===== src/rtl/cmp3_selftest_seq.sv =====
// ----------------------------------------------------------------------------
// cmp3_selftest_seq
//
// On-chip self-test for a WIDTH-bit magnitude comparator. When asked to run, it
// walks every {A,B} operand pair into the comparator in ascending order, A in
// the upper half. It holds each pair for SETTLE_CYCLES cycles, then samples
// gt/eq/lt and compares them with an internal golden model. The block counts
// failing vectors and remembers the first one. It then reports done/pass.
//
// Ports
//   clk                 in   system clock, rising edge
//   rst_n               in   asynchronous active-low reset
//   i_start             in   run request, honoured only in IDLE or DONE
//   i_abort             in   synchronous abort back to IDLE, wins over start
//   o_a_out             out  operand A driven to the comparator (registered)
//   o_b_out             out  operand B driven to the comparator (registered)
//   i_gt_in             in   comparator says A > B
//   i_eq_in             in   comparator says A == B
//   i_lt_in             in   comparator says A < B
//   o_busy              out  run in progress (SETTLE or CHECK)
//   o_done              out  run finished, held until start/abort/reset
//   o_pass              out  done with zero failures
//   o_err_count         out  failing vectors in the current or last run
//   o_first_fail_valid  out  at least one failure recorded
//   o_first_fail_vec    out  {A,B} of the first failing vector
// ----------------------------------------------------------------------------
module cmp3_selftest_seq #(
    parameter int WIDTH         = 3,
    parameter int SETTLE_CYCLES = 2
) (
    input  logic                 clk,
    input  logic                 rst_n,
    input  logic                 i_start,
    input  logic                 i_abort,
    output logic [WIDTH-1:0]     o_a_out,
    output logic [WIDTH-1:0]     o_b_out,
    input  logic                 i_gt_in,
    input  logic                 i_eq_in,
    input  logic                 i_lt_in,
    output logic                 o_busy,
    output logic                 o_done,
    output logic                 o_pass,
    output logic [2*WIDTH:0]     o_err_count,
    output logic                 o_first_fail_valid,
    output logic [2*WIDTH-1:0]   o_first_fail_vec
);

    localparam int VW = 2 * WIDTH;
    localparam int CW = (SETTLE_CYCLES > 1) ? $clog2(SETTLE_CYCLES) : 1;

    localparam logic [VW-1:0] LAST_VEC   = '1;
    localparam logic [VW:0]   ERR_MAX    = {1'b1, {VW{1'b0}}};
    localparam logic [CW-1:0] CNT_RELOAD = CW'(SETTLE_CYCLES - 1);

    typedef enum logic [1:0] {
        S_IDLE,
        S_SETTLE,
        S_CHECK,
        S_DONE
    } state_t;

    state_t          r_state;
    logic [VW-1:0]   r_vec;
    logic [CW-1:0]   r_cnt;
    logic            r_busy;
    logic            r_done;
    logic [VW:0]     r_err;
    logic            r_ff_valid;
    logic [VW-1:0]   r_ff_vec;

    logic [WIDTH-1:0] w_a;
    logic [WIDTH-1:0] w_b;
    logic [2:0]       w_golden;
    logic             w_fail;

    // The vector index is the operand pair itself. Because it only moves on
    // SETTLE entry, the comparator inputs stay stable through SETTLE and CHECK.
    assign w_a = r_vec[VW-1:WIDTH];
    assign w_b = r_vec[WIDTH-1:0];

    // Any disagreement in any bit fails the vector. This also catches
    // multi-hot and all-zero comparator outputs.
    assign w_golden = {w_a > w_b, w_a == w_b, w_a < w_b};
    assign w_fail   = ({i_gt_in, i_eq_in, i_lt_in} != w_golden);

    assign o_a_out            = w_a;
    assign o_b_out            = w_b;
    assign o_busy             = r_busy;
    assign o_done             = r_done;
    assign o_pass             = r_done & ~|r_err;
    assign o_err_count        = r_err;
    assign o_first_fail_valid = r_ff_valid;
    assign o_first_fail_vec   = r_ff_vec;

    // Sequencer/checker FSM. Abort is tested before the state case so that it
    // overrides both start and the normal flow. The error count and first-fail
    // capture are left alone on abort, so the partial results stay visible.
    always_ff @(posedge clk or negedge rst_n) begin
        if (!rst_n) begin
            r_state    <= S_IDLE;
            r_vec      <= '0;
            r_cnt      <= '0;
            r_busy     <= 1'b0;
            r_done     <= 1'b0;
            r_err      <= '0;
            r_ff_valid <= 1'b0;
            r_ff_vec   <= '0;
        end else if (i_abort) begin
            r_state <= S_IDLE;
            r_vec   <= '0;
            r_cnt   <= '0;
            r_busy  <= 1'b0;
            r_done  <= 1'b0;
        end else begin
            case (r_state)
                S_IDLE, S_DONE: begin
                    if (i_start) begin
                        r_state    <= S_SETTLE;
                        r_vec      <= '0;
                        r_cnt      <= CNT_RELOAD;
                        r_busy     <= 1'b1;
                        r_done     <= 1'b0;
                        r_err      <= '0;
                        r_ff_valid <= 1'b0;
                        r_ff_vec   <= '0;
                    end
                end
                S_SETTLE: begin
                    if (r_cnt == '0) begin
                        r_state <= S_CHECK;
                    end else begin
                        r_cnt <= r_cnt - 1'b1;
                    end
                end
                S_CHECK: begin
                    if (w_fail) begin
                        // Only NVEC vectors exist, so the count can never pass
                        // ERR_MAX. The guard keeps the counter from wrapping.
                        if (r_err != ERR_MAX) begin
                            r_err <= r_err + 1'b1;
                        end
                        if (!r_ff_valid) begin
                            r_ff_valid <= 1'b1;
                            r_ff_vec   <= r_vec;
                        end
                    end
                    if (r_vec == LAST_VEC) begin
                        r_state <= S_DONE;
                        r_busy  <= 1'b0;
                        r_done  <= 1'b1;
                    end else begin
                        r_state <= S_SETTLE;
                        r_vec   <= r_vec + 1'b1;
                        r_cnt   <= CNT_RELOAD;
                    end
                end
                default: begin
                    r_state <= S_IDLE;
                    r_busy  <= 1'b0;
                    r_done  <= 1'b0;
                end
            endcase
        end
    end

endmodule


===== config.mk =====
export PLATFORM = sky130hd
export DESIGN_NAME = cmp3_selftest_seq
export DESIGN_NICKNAME = d
export VERILOG_FILES = /design/src/rtl/cmp3_selftest_seq.sv
export SDC_FILE = /design/constraint.sdc
export NUM_CORES = 1
export LEC_CHECK = 0
export ABC_AREA = 1
export CORE_UTILIZATION = 32
export CTS_CLUSTER_DIAMETER = 100
export CTS_CLUSTER_SIZE = 14
export DETAILED_ROUTE_END_ITERATION = 16
export GPL_TIMING_DRIVEN = 0
export PLACE_DENSITY = 0.59
export REMOVE_ABC_BUFFERS = 1
export SLEW_MARGIN = 30
export SYNTH_ARGS = -nofsm -noshare
export SYNTH_HDL_FRONTEND = slang
export SYNTH_SLANG_ARGS = --single-unit

===== constraint.sdc =====
create_clock -name clk -period 4.6 [get_ports clk]
set_input_delay 0.46 -clock clk [delete_from_list [all_inputs] [get_ports clk]]
set_output_delay 0.46 -clock clk [all_outputs]
set_load 0.02 [all_outputs]

-- After elaboration in Yosys (flattened, before gate mapping)
Cells that the tools add are included.
- add/subtract/negate cells: 3
- multipliers: 0
- divide/modulo/power cells: 0
- $lt $le $gt $ge: 2
- equal/unequal tests: 15
- shifts and indexed selects: 0
- mux-type cells: 30
- bitwise logic cells: 2
- reductions and logical operators: 13
- operators by type and width (kind ; count):
    $mux 6 ; 5
    $pmux 6 s2 ; 2
    $mux 7 ; 3
    $pmux 7 s2 ; 1
    $ne 3x3->1 const B ; 4
    $mux 1 ; 10
    $reduce_and 5->1 ; 2
    $mux 2 ; 4
    $ne 2x2->1 const B ; 4
    $add 7x1->7 const B ; 1
    $ne 7x7->1 const B ; 1
    $reduce_or 7->1 ; 1
    $add 6x1->6 const B ; 1
    $eq 6x6->1 const B ; 1
    $pmux 1 s2 ; 3
    $pmux 2 s3 ; 1
    $reduce_and 3->1 ; 2
    $eq 2x2->1 const B ; 2
    $reduce_and 2->1 ; 2
    $reduce_and 4->1 ; 1
    $eq 3x3->1 ; 1
    $gt 3x3->1 ; 1
    $lt 3x3->1 ; 1
    $ne 3x3->1 ; 1
    other kinds (10) ; 10
- bits in registers: 25
- latch bits: 0
- RAM bits: 0
- ROM bits: 0
- input port bits: 7
- output and inout port bits: 23
- logic and storage cells: 73
- memories kept: 0

-- Depth between registers and ports, before layout
Gate-level depths: netlist of the first run.
- depth in word-level cells: 4
- mapped depth: 13
- depth with buffers taken out: 12

-- Worst setup path before layout of the first run
OpenSTA, ideal clock, no wires.
- path kind: flip-flop to flip-flop
- start: register r_vec[2]
- end: register r_ff_vec[1], in the netlist o_first_fail_vec[1]
- setup time: 74 ps
- data arrival time: 1778 ps
- required time: 4526 ps
- path slack: 2748 ps
- stages on the path, launching flop included: 13
- path buffers: 1
- period minus slack after synthesis: 1852 ps
- path through: dfrtp_1 -> inv_1 -> ha_1 -> a21oi_2 -> nand2_1 -> nand2_1 -> nand2_1 -> nor2_4 -> nand2_4 -> nand2_4 -> buf_12 -> nand2_2 -> o21ai_2
- word-level cells in the longest chain between the ends: 4
- elaborated cells on any way between the ends: 6
- those cells by class: 2 x order compare; 3 x eq/ne; 1 x reduce/logical
- RTL lines (what ; line ; text):
    from (decl) ; 63 ; logic [VW-1:0] r_vec;
    from (signal assigned) ; 153 ; r_vec <= r_vec + 1'b1;
    $lt 3x3->1 (tied with other cells) ; 83 ; assign w_golden = {w_a > w_b, w_a == w_b, w_a < w_b};
    $ne 3x3->1 (*) ; 84 ; assign w_fail = ({i_gt_in, i_eq_in, i_lt_in} != w_golden);
    $ne 2x2->1 (no line) (*) ; n/a ;
    $reduce_and 5->1 (no line) (*) ; n/a ;
    to (signal assigned) ; 144 ; r_ff_vec <= r_vec;
    to (decl) ; 69 ; logic [VW-1:0] r_ff_vec;
Every way passes the cells marked *; elsewhere a longest branch is shown, timed or not.
A chain may end at the register's enable or synchronous reset.

-- Worst setup path after layout of the first run
- start: register r_err[0], in the netlist o_err_count[0]
- end: output port o_pass
- word-level cells in the longest chain between the ends: 3
- RTL lines (what ; line ; text):
    from (decl) ; 67 ; logic [VW:0] r_err;
    from (signal assigned) ; 140 ; r_err <= r_err + 1'b1;
    $reduce_or 7->1 ; 90 ; assign o_pass = r_done & ~|r_err;
    $logic_not 1->1 ; 90 ;
    $and 1x1->1 ; 90 ;
    to (decl) ; 42 ; output logic o_pass,
No other way between the ends.

==> results of run 1 <==
[power by group]
part	internal, mW	leakage [nW]	switching [mW]
Clock	0.0607	0.0255	0.0744
Combinational	0.0495	0.527	0.101
Sequential	0.233	0.345	0.0104
[routing by layer]
| metal | vias to the layer above | track usage [%] | part of all wire (%) |
|---|---|---|---|
| met5 | - | 0 | 0 |
| met4 | 0 | 3.92 | 0.72 |
| met3 | 2 | 1.93 | 3.5 |
| met2 | 28 | 22.0 | 45 |
| met1 | 629 | 20.4 | 51 |
| li1 | 741 | - | - |
[stage by stage]
step                total power [mW]  util [%]  hold slack [ns]  cell area (um2)
floorplan                      0.349         -            0.164             1560
global placement               0.400      40.8            0.471             1940
detailed placement             0.400      40.7            0.473             1930
finish                         0.529      41.6            0.184             1980
CTS                            0.535      41.6            0.201             1980
global route                   0.561      41.6            0.229             1980
[worst min-delay path by stage]
stage	end	slack [ns]	cells past startpoint
global route	o_err_count[3]	0.23	1
finish	o_err_count[3]	0.18	1
global placement	o_first_fail_vec[2]	0.47	2
CTS	o_err_count[3]	0.20	1
detailed placement	o_first_fail_vec[2]	0.47	2
floorplan	o_busy	0.16	0
[flip-flops by register name, indices dropped and copies added, names as in the netlist]
name	count
o_busy	1
o_done	1
o_err_count	7
o_first_fail_valid	1
o_first_fail_vec	6
r_cnt	1
r_state	2
r_vec	6
[cell families after synthesis]
kind of cell | synth area share [%]
xor gates and xnor gates | 1.10
adders and majority gates | 6.27
AOI/OAI and AO/OA | 10.4
buffers and inverters | 8.31
muxes | 0.627
and+or+nand+nor | 34.1
DFF | 39.2
[worst register-to-register path: stages, from the launching register on]
cell and delay [ns]:
dfrtp_1 0.39, inv_1 0.08, ha_1 0.53, inv_2 0.23, nor2_1 0.21, nand2_1 0.12
nand2_2 0.12, inv_2 0.08, nand2_1 0.06, o21ai_1 0.05, a21oi_1 0.11
[placed cells by master, fill, tap and decap left out, drive strengths merged]
cell type and n:
nand2 64, clkdlybuf4s50 28, inv 27, dfrtp 25
nor2 22, o21ai 18, nand3 16, nand4 11
ha 8, a21oi 4, clkbuf 3, xor2 2
nor3b 2, nor3 1, mux2i 1, o21bai 1
o211ai 1, a21o 1, o22ai 1, clkinv 1
buf 1
[final cells by class]
cell class / count / area [um2] / area share [%]
clock buffers: 3 / 41.3 / 2.09
multi-input cells: 153 / 837 / 42.3
repair buffers: 29 / 285 / 14.4
inverters: 27 / 101 / 5.12
clock inverters: 1 / 5.00 / 0.253
flip-flops and latches: 25 / 626 / 31.6
well taps: 67 / 83.8 / 4.24
==> summary.txt, run 1 <==
Floorplanning
  – Initial Util: 33.6%
  – I/O Pins: 30
  – Die W: 72.6 um
  – Die H: 72.6 um
  – Core footprint: 4750 um2
  – Rows: 25
  – Die Area: 5270 um2

Detailed routing
  – WL final: 3460 um
  – Residual DRC: 0
  – 1st-iter DRT viols: 116
  – Vias/cell: 4.59
  – Detailed-route via count: 1400
  – Drt pass-1 iters: 4
  – DRT antenna net count: 0
  – Drt wl/cell: 11.3 um

Power and ir drop
  – Peak supply drop: 0.156 mV
  – LEAKAGE: 0.898 nW
  – PD cells: 267 nW/um2

Final layout
  – Nets: 254
  – Layout Cells excl Fill: 305
  – Layout cell share with drive strength beyond 1: 11.8%
  – Ant. Diodes: 0
  – Fill count: 510
  – P&R area growth vs syn: 24.1%

STA
  – Slew Viols, Final: 0
  – Setup TNS: 0 ns
  – F_max: 418 MHz
  – Worst Slack Setup Final: 2.21 ns
  – Final worst-path cycle share: 52.0%
  – Final Hold Viols: 0
  – Worst slew margin: 60.5%
  – Final Skew: 0.00209 ns
  – Actual slew at the worst max-slew pin: 0.592 ns
  – Setup violations, final: 0
  – RSZ-0062 raised after global routing: false
  – Minimum clock period: 2.39 ns

Critical path
  – Type of the worst setup path: flop to primary output
  – Worst setup path endpoint: o_pass
  – Crit. End Element: primary output
  – CP bufs+invs: 2
  – Worst R2R Path Depth: 10
  – Worst EP required: 4.14 ns
  – Reg-to-reg endpoint: r_vec[4]
  – CP max stage cell: clkdlybuf4s50_1
  – FF-to-FF setup slack: 2.54 ns
  – Reg2reg start: r_state[0]
  – Most used cell, CP: nor2_1
  – Critical path peak fanout: 5
  – Crit path DAT: 1.93 ns
  – CP Launch Point: o_err_count[0]
  – CP Cell Sequence: inv_1 -> ha_1 -> nand2_1 -> nor2_1 -> nand3_1 -> nor2_1 -> clkdlybuf4s50_1
  – Worst path max stage delay: 0.60 ns
  – Stages on worst setup path: 7
  – Setup crit start kind: flop
  – Largest delay share family, worst path: buffers and inverters

Synth
  – Synth async-reset ratio: 100%
  – Post-Syn Instances: 208
  – Yosys reg bits: 25
  – Distinct cells, synth: 29
  – Top FF cell, synth: dfrtp_1
  – Post-synth EDFFs: 0
  – Yosys top cell by area: dfrtp_1
  – Largest cells by area after synthesis: dfrtp_1 39%, nand2_1 13%, ha_1 6.3%
  – Yosys warning count: 0
  – Syn Std Cell Area: 1600 um2
  – Most frequent cells after synthesis: 56 x nand2_1, 25 x dfrtp_1, 24 x inv_1, 19 x nor2_1, 14 x nand3_1
  – Mean Syn Cell Area: 7.67 um2
  – Top-count cell post-synth: nand2_1
  – Synth top area share: 39.2%
  – Sequential area share after synthesis: 39.2%

Global route
  – GRT Total Usage: 14.1%
  – Largest net degree at the start of global routing: 26
  – Vias in the first global route: 1287
  – Initial antenna violation count: 0
  – Grt ovf: 0
  – Global-route wire length before repair: 5820 um

Placed design
  – Count of input and output buffers: 29
  – DP HPWL: 2540 um
  – Dpl cells: 301
  – Pre-CTS WS: 2.51 ns
  – RD Place Congestion: 0.839

Job
  – Max Cap Violations: 0

Clocking
  – Post-CTS sizing: 0
  – CTS buffer count: 3
  – Sink Count: 25
  – Clk slew on worst S/H paths: 0.09 ns
  – Setup Fix Bufs, Post-CTS: 0
  – Skew-Pair Late Insertion Delay: 0.27 ns
  – Root Buffer: clkbuf_8
  – CTS Hold Bufs: 0
  – CTS max path bufs: 2
  – H-tree depth: 1
  – CTS tree: built

Status
  – Status: complete, no violations

Min path
  – Worst min path class: primary input to async pin
Power figures use the tool's default switching activity.
==> run 2: changes to the inputs <==
--- a/config.mk
+++ b/config.mk
@@ -11,7 +11,7 @@
 export CTS_CLUSTER_SIZE = 14
 export DETAILED_ROUTE_END_ITERATION = 16
 export GPL_TIMING_DRIVEN = 0
-export PLACE_DENSITY = 0.59
+export PLACE_DENSITY = 0.61
 export REMOVE_ABC_BUFFERS = 1
 export SLEW_MARGIN = 30
 export SYNTH_ARGS = -nofsm -noshare
==> constraint.sdc (replaced) <==
create_clock -name clk -period 1.98 [get_ports clk]
set_input_delay 0.198 -clock clk [delete_from_list [all_inputs] [get_ports clk]]
set_output_delay 0.198 -clock clk [all_outputs]
set_load 0.02 [all_outputs]
==> summary.txt, run 2 (same netlist as run 1, synthesis figures left out) <==
Clocking
  – CTS max path bufs: 2 (unchanged)
  – Clk slew on worst S/H paths: 0.09 ns (about the same)
  – H-tree depth: 1 (unchanged)
  – Sink Count: 25 (unchanged)
  – Root Buffer: clkbuf_8 (unchanged)
  – CTS buffer count: 3 (unchanged)
  – CTS tree: built (unchanged)
  – Skew-Pair Late Insertion Delay: 0.27 ns (about the same)

Global route
  – Largest net degree at the start of global routing: 26 (unchanged)
  – Vias in the first global route: 1338 (was 1287)
  – Initial antenna violation count: 0 (unchanged)
  – Grt ovf: 0 (unchanged)
  – Global-route wire length before repair: 6110 um (was 5820 um)
  – GRT Total Usage: 14.9% (was 14.1%)

Power and ir drop
  – Switching pwr: 431 uW (was 186 uW)
  – Logic pwr share: 29.7% (was 28.5%)
  – Clock power frac: 24.8% (was 25.5%)
  – PD cells: 610 nW/um2 (was 267 nW/um2)
  – Peak supply drop: 0.354 mV (was 0.156 mV)
  – LEAKAGE: 0.905 nW (was 0.898 nW)
  – Flop pwr share: 45.5% (was 46.0%)
  – Pint: 811 uW (was 343 uW)
  – Sw Share: 34.7% (was 35.1%)
  – Power Total: 1.24 mW (was 529 uW)

Detailed routing
  – WL final: 3550 um (was 3460 um)
  – Drt wl/cell: 11.6 um (was 11.3 um)
  – 1st-iter DRT viols: 99 (was 116)
  – Detailed-route via count: 1407 (was 1400)
  – Vias/cell: 4.58 (was 4.59)
  – DRT antenna net count: 0 (unchanged)
  – Drt pass-1 iters: 4 (unchanged)
  – Residual DRC: 0 (unchanged)

Final layout
  – Ant. Diodes: 0 (unchanged)
  – Layout cell share with drive strength beyond 1: 14.2% (was 11.8%)
  – P&R area growth vs syn: 27.5% (was 24.1%)
  – Fill count: 494 (was 510)
  – Commonest non-fill, non-tap cell in the layout: nand2_1 (unchanged)
  – Commonest cells after routing, fill and taps aside: 56 x nand2_1, 27 x clkdlybuf4s50_1, 24 x inv_1, 22 x dfrtp_1, 19 x nor2_1 (was 56 x nand2_1, 28 x clkdlybuf4s50_1, 25 x dfrtp_1, 24 x inv_1, 19 x nor2_1)
  – Nets: 256 (was 254)
  – Max reg flops: 7 (unchanged)
  – Layout Cells excl Fill: 307 (was 305)

Critical path
  – Critical path peak fanout: 12 (was 5)
  – Crit. End Element: flop (was primary output)
  – Type of the worst setup path: flop to flop (was flop to primary output)
  – Crit path DAT: 2.06 ns (was 1.93 ns)
  – Setup crit start kind: flop (unchanged)
  – Worst EP required: 2.18 ns (was 4.14 ns)

Floorplanning
  – Rows: 25 (unchanged)
  – Die Area: 5270 um2 (unchanged)
  – Core footprint: 4750 um2 (unchanged)
  – Die W: 72.6 um (unchanged)
  – Die H: 72.6 um (unchanged)
  – I/O Pins: 30 (unchanged)
  – Initial Util: 33.6% (unchanged)

Placed design
  – Dpl cells: 301 (unchanged)
  – RD Place Congestion: 0.787 (was 0.839)
  – DP HPWL: 2610 um (was 2540 um)
  – Pre-CTS WS: -0.112 ns (was 2.51 ns)
  – Count of input and output buffers: 29 (unchanged)

Job
  – Max Cap Violations: 0 (unchanged)

STA
  – Worst slew margin: 61.4% (was 60.5%)
  – RSZ-0062 raised after global routing: false (unchanged)
  – Worst Slack Setup Final: 0.127 ns (was 2.21 ns)
  – Slew Viols, Final: 0 (unchanged)
  – Setup violations, final: 0 (unchanged)
  – Minimum clock period: 1.85 ns
  – Final worst-path cycle share: 93.6%
  – Final Skew: 0.00800 ns (was 0.00209 ns)
  – Actual slew at the worst max-slew pin: 0.579 ns (was 0.592 ns)
  – F_max: 540 MHz
  – Final Hold Viols: 0 (unchanged)

Status
  – Status: complete, no violations (unchanged)

Min path
  – Worst min path class: primary input to async pin (unchanged)
run 2: layout make-up:
class,count,area [um2],share of cell area (%)
flip-flops and latches,25,629,30.9
inverters,27,101,4.98
clock inverters,1,7.51,0.369
repair buffers,31,302,14.8
clock buffers,3,41.3,2.03
well taps,67,83.8,4.12
multi-input cells,153,870,42.7
run 2: power groups by stage:
stage	sequential [mW]	combinational, mW	clock (mW)
6_report	0.565	0.369	0.308
5_1_grt	0.569	0.417	0.344
3_5_place_dp	0.575	0.355	0
4_1_cts	0.564	0.359	0.325
2_1_floorplan	0.590	0.220	0
3_3_place_gp	0.574	0.356	0
run 2: what timing repair did:
action,4_1_cts,5_1_grt
hold endpoints to repair,25,0
buffers inserted,0,1
hold buffers,1,0
endpoints found under the setup margin,18,19
resized for setup,3,5
run 2: final timing paths:
kind	slack, ns	startpoint	end	cells after the start
max in group asynchronous	1.10	rst_n	r_vec[3]	2
max reg2reg	0.13	r_vec[5]	o_first_fail_vec[0]	10
min in group clk	0.49	o_first_fail_vec[3]	o_first_fail_vec[3]	2
max	0.13	r_vec[5]	o_first_fail_vec[0]	10
min reg2reg	0.49	o_first_fail_vec[3]	o_first_fail_vec[3]	2
min	0.45	rst_n	o_first_fail_vec[4]	2
run 2: routing by layer:
metal  wire (um)  GRT usage, %  vias up
met1        1710          19.5      640
met4          17          2.61        0
li1            -             -      739
met3         131          3.04        2
met5           0             0        -
met2        1690          25.5       26
run 2: stage by stage:
step | TNS (ns) | instance area [um2] | hold WS, ns | utilization [%]
finish | 0 | 2030 | 0.450 | 42.8
global route | 0 | 2030 | 0.506 | 42.8
floorplan | 0 | 1560 | -0.0976 | -
global placement | -0.304 | 1940 | 0.472 | 40.8
detailed placement | -0.547 | 1930 | 0.232 | 40.7
CTS | 0 | 1990 | 0.473 | 41.9
run 2: worst max-delay path, stage by stage, from the launching register on:
cell     delay, ns
dfrtp_1       0.54
ha_4          0.27
a21oi_2       0.15
nand2_1       0.10
nand2_1       0.06
nand2_1       0.07
nor2_4        0.10
nand2_4       0.13
nand2_4       0.20
nand2_1       0.09
o21ai_2       0.06
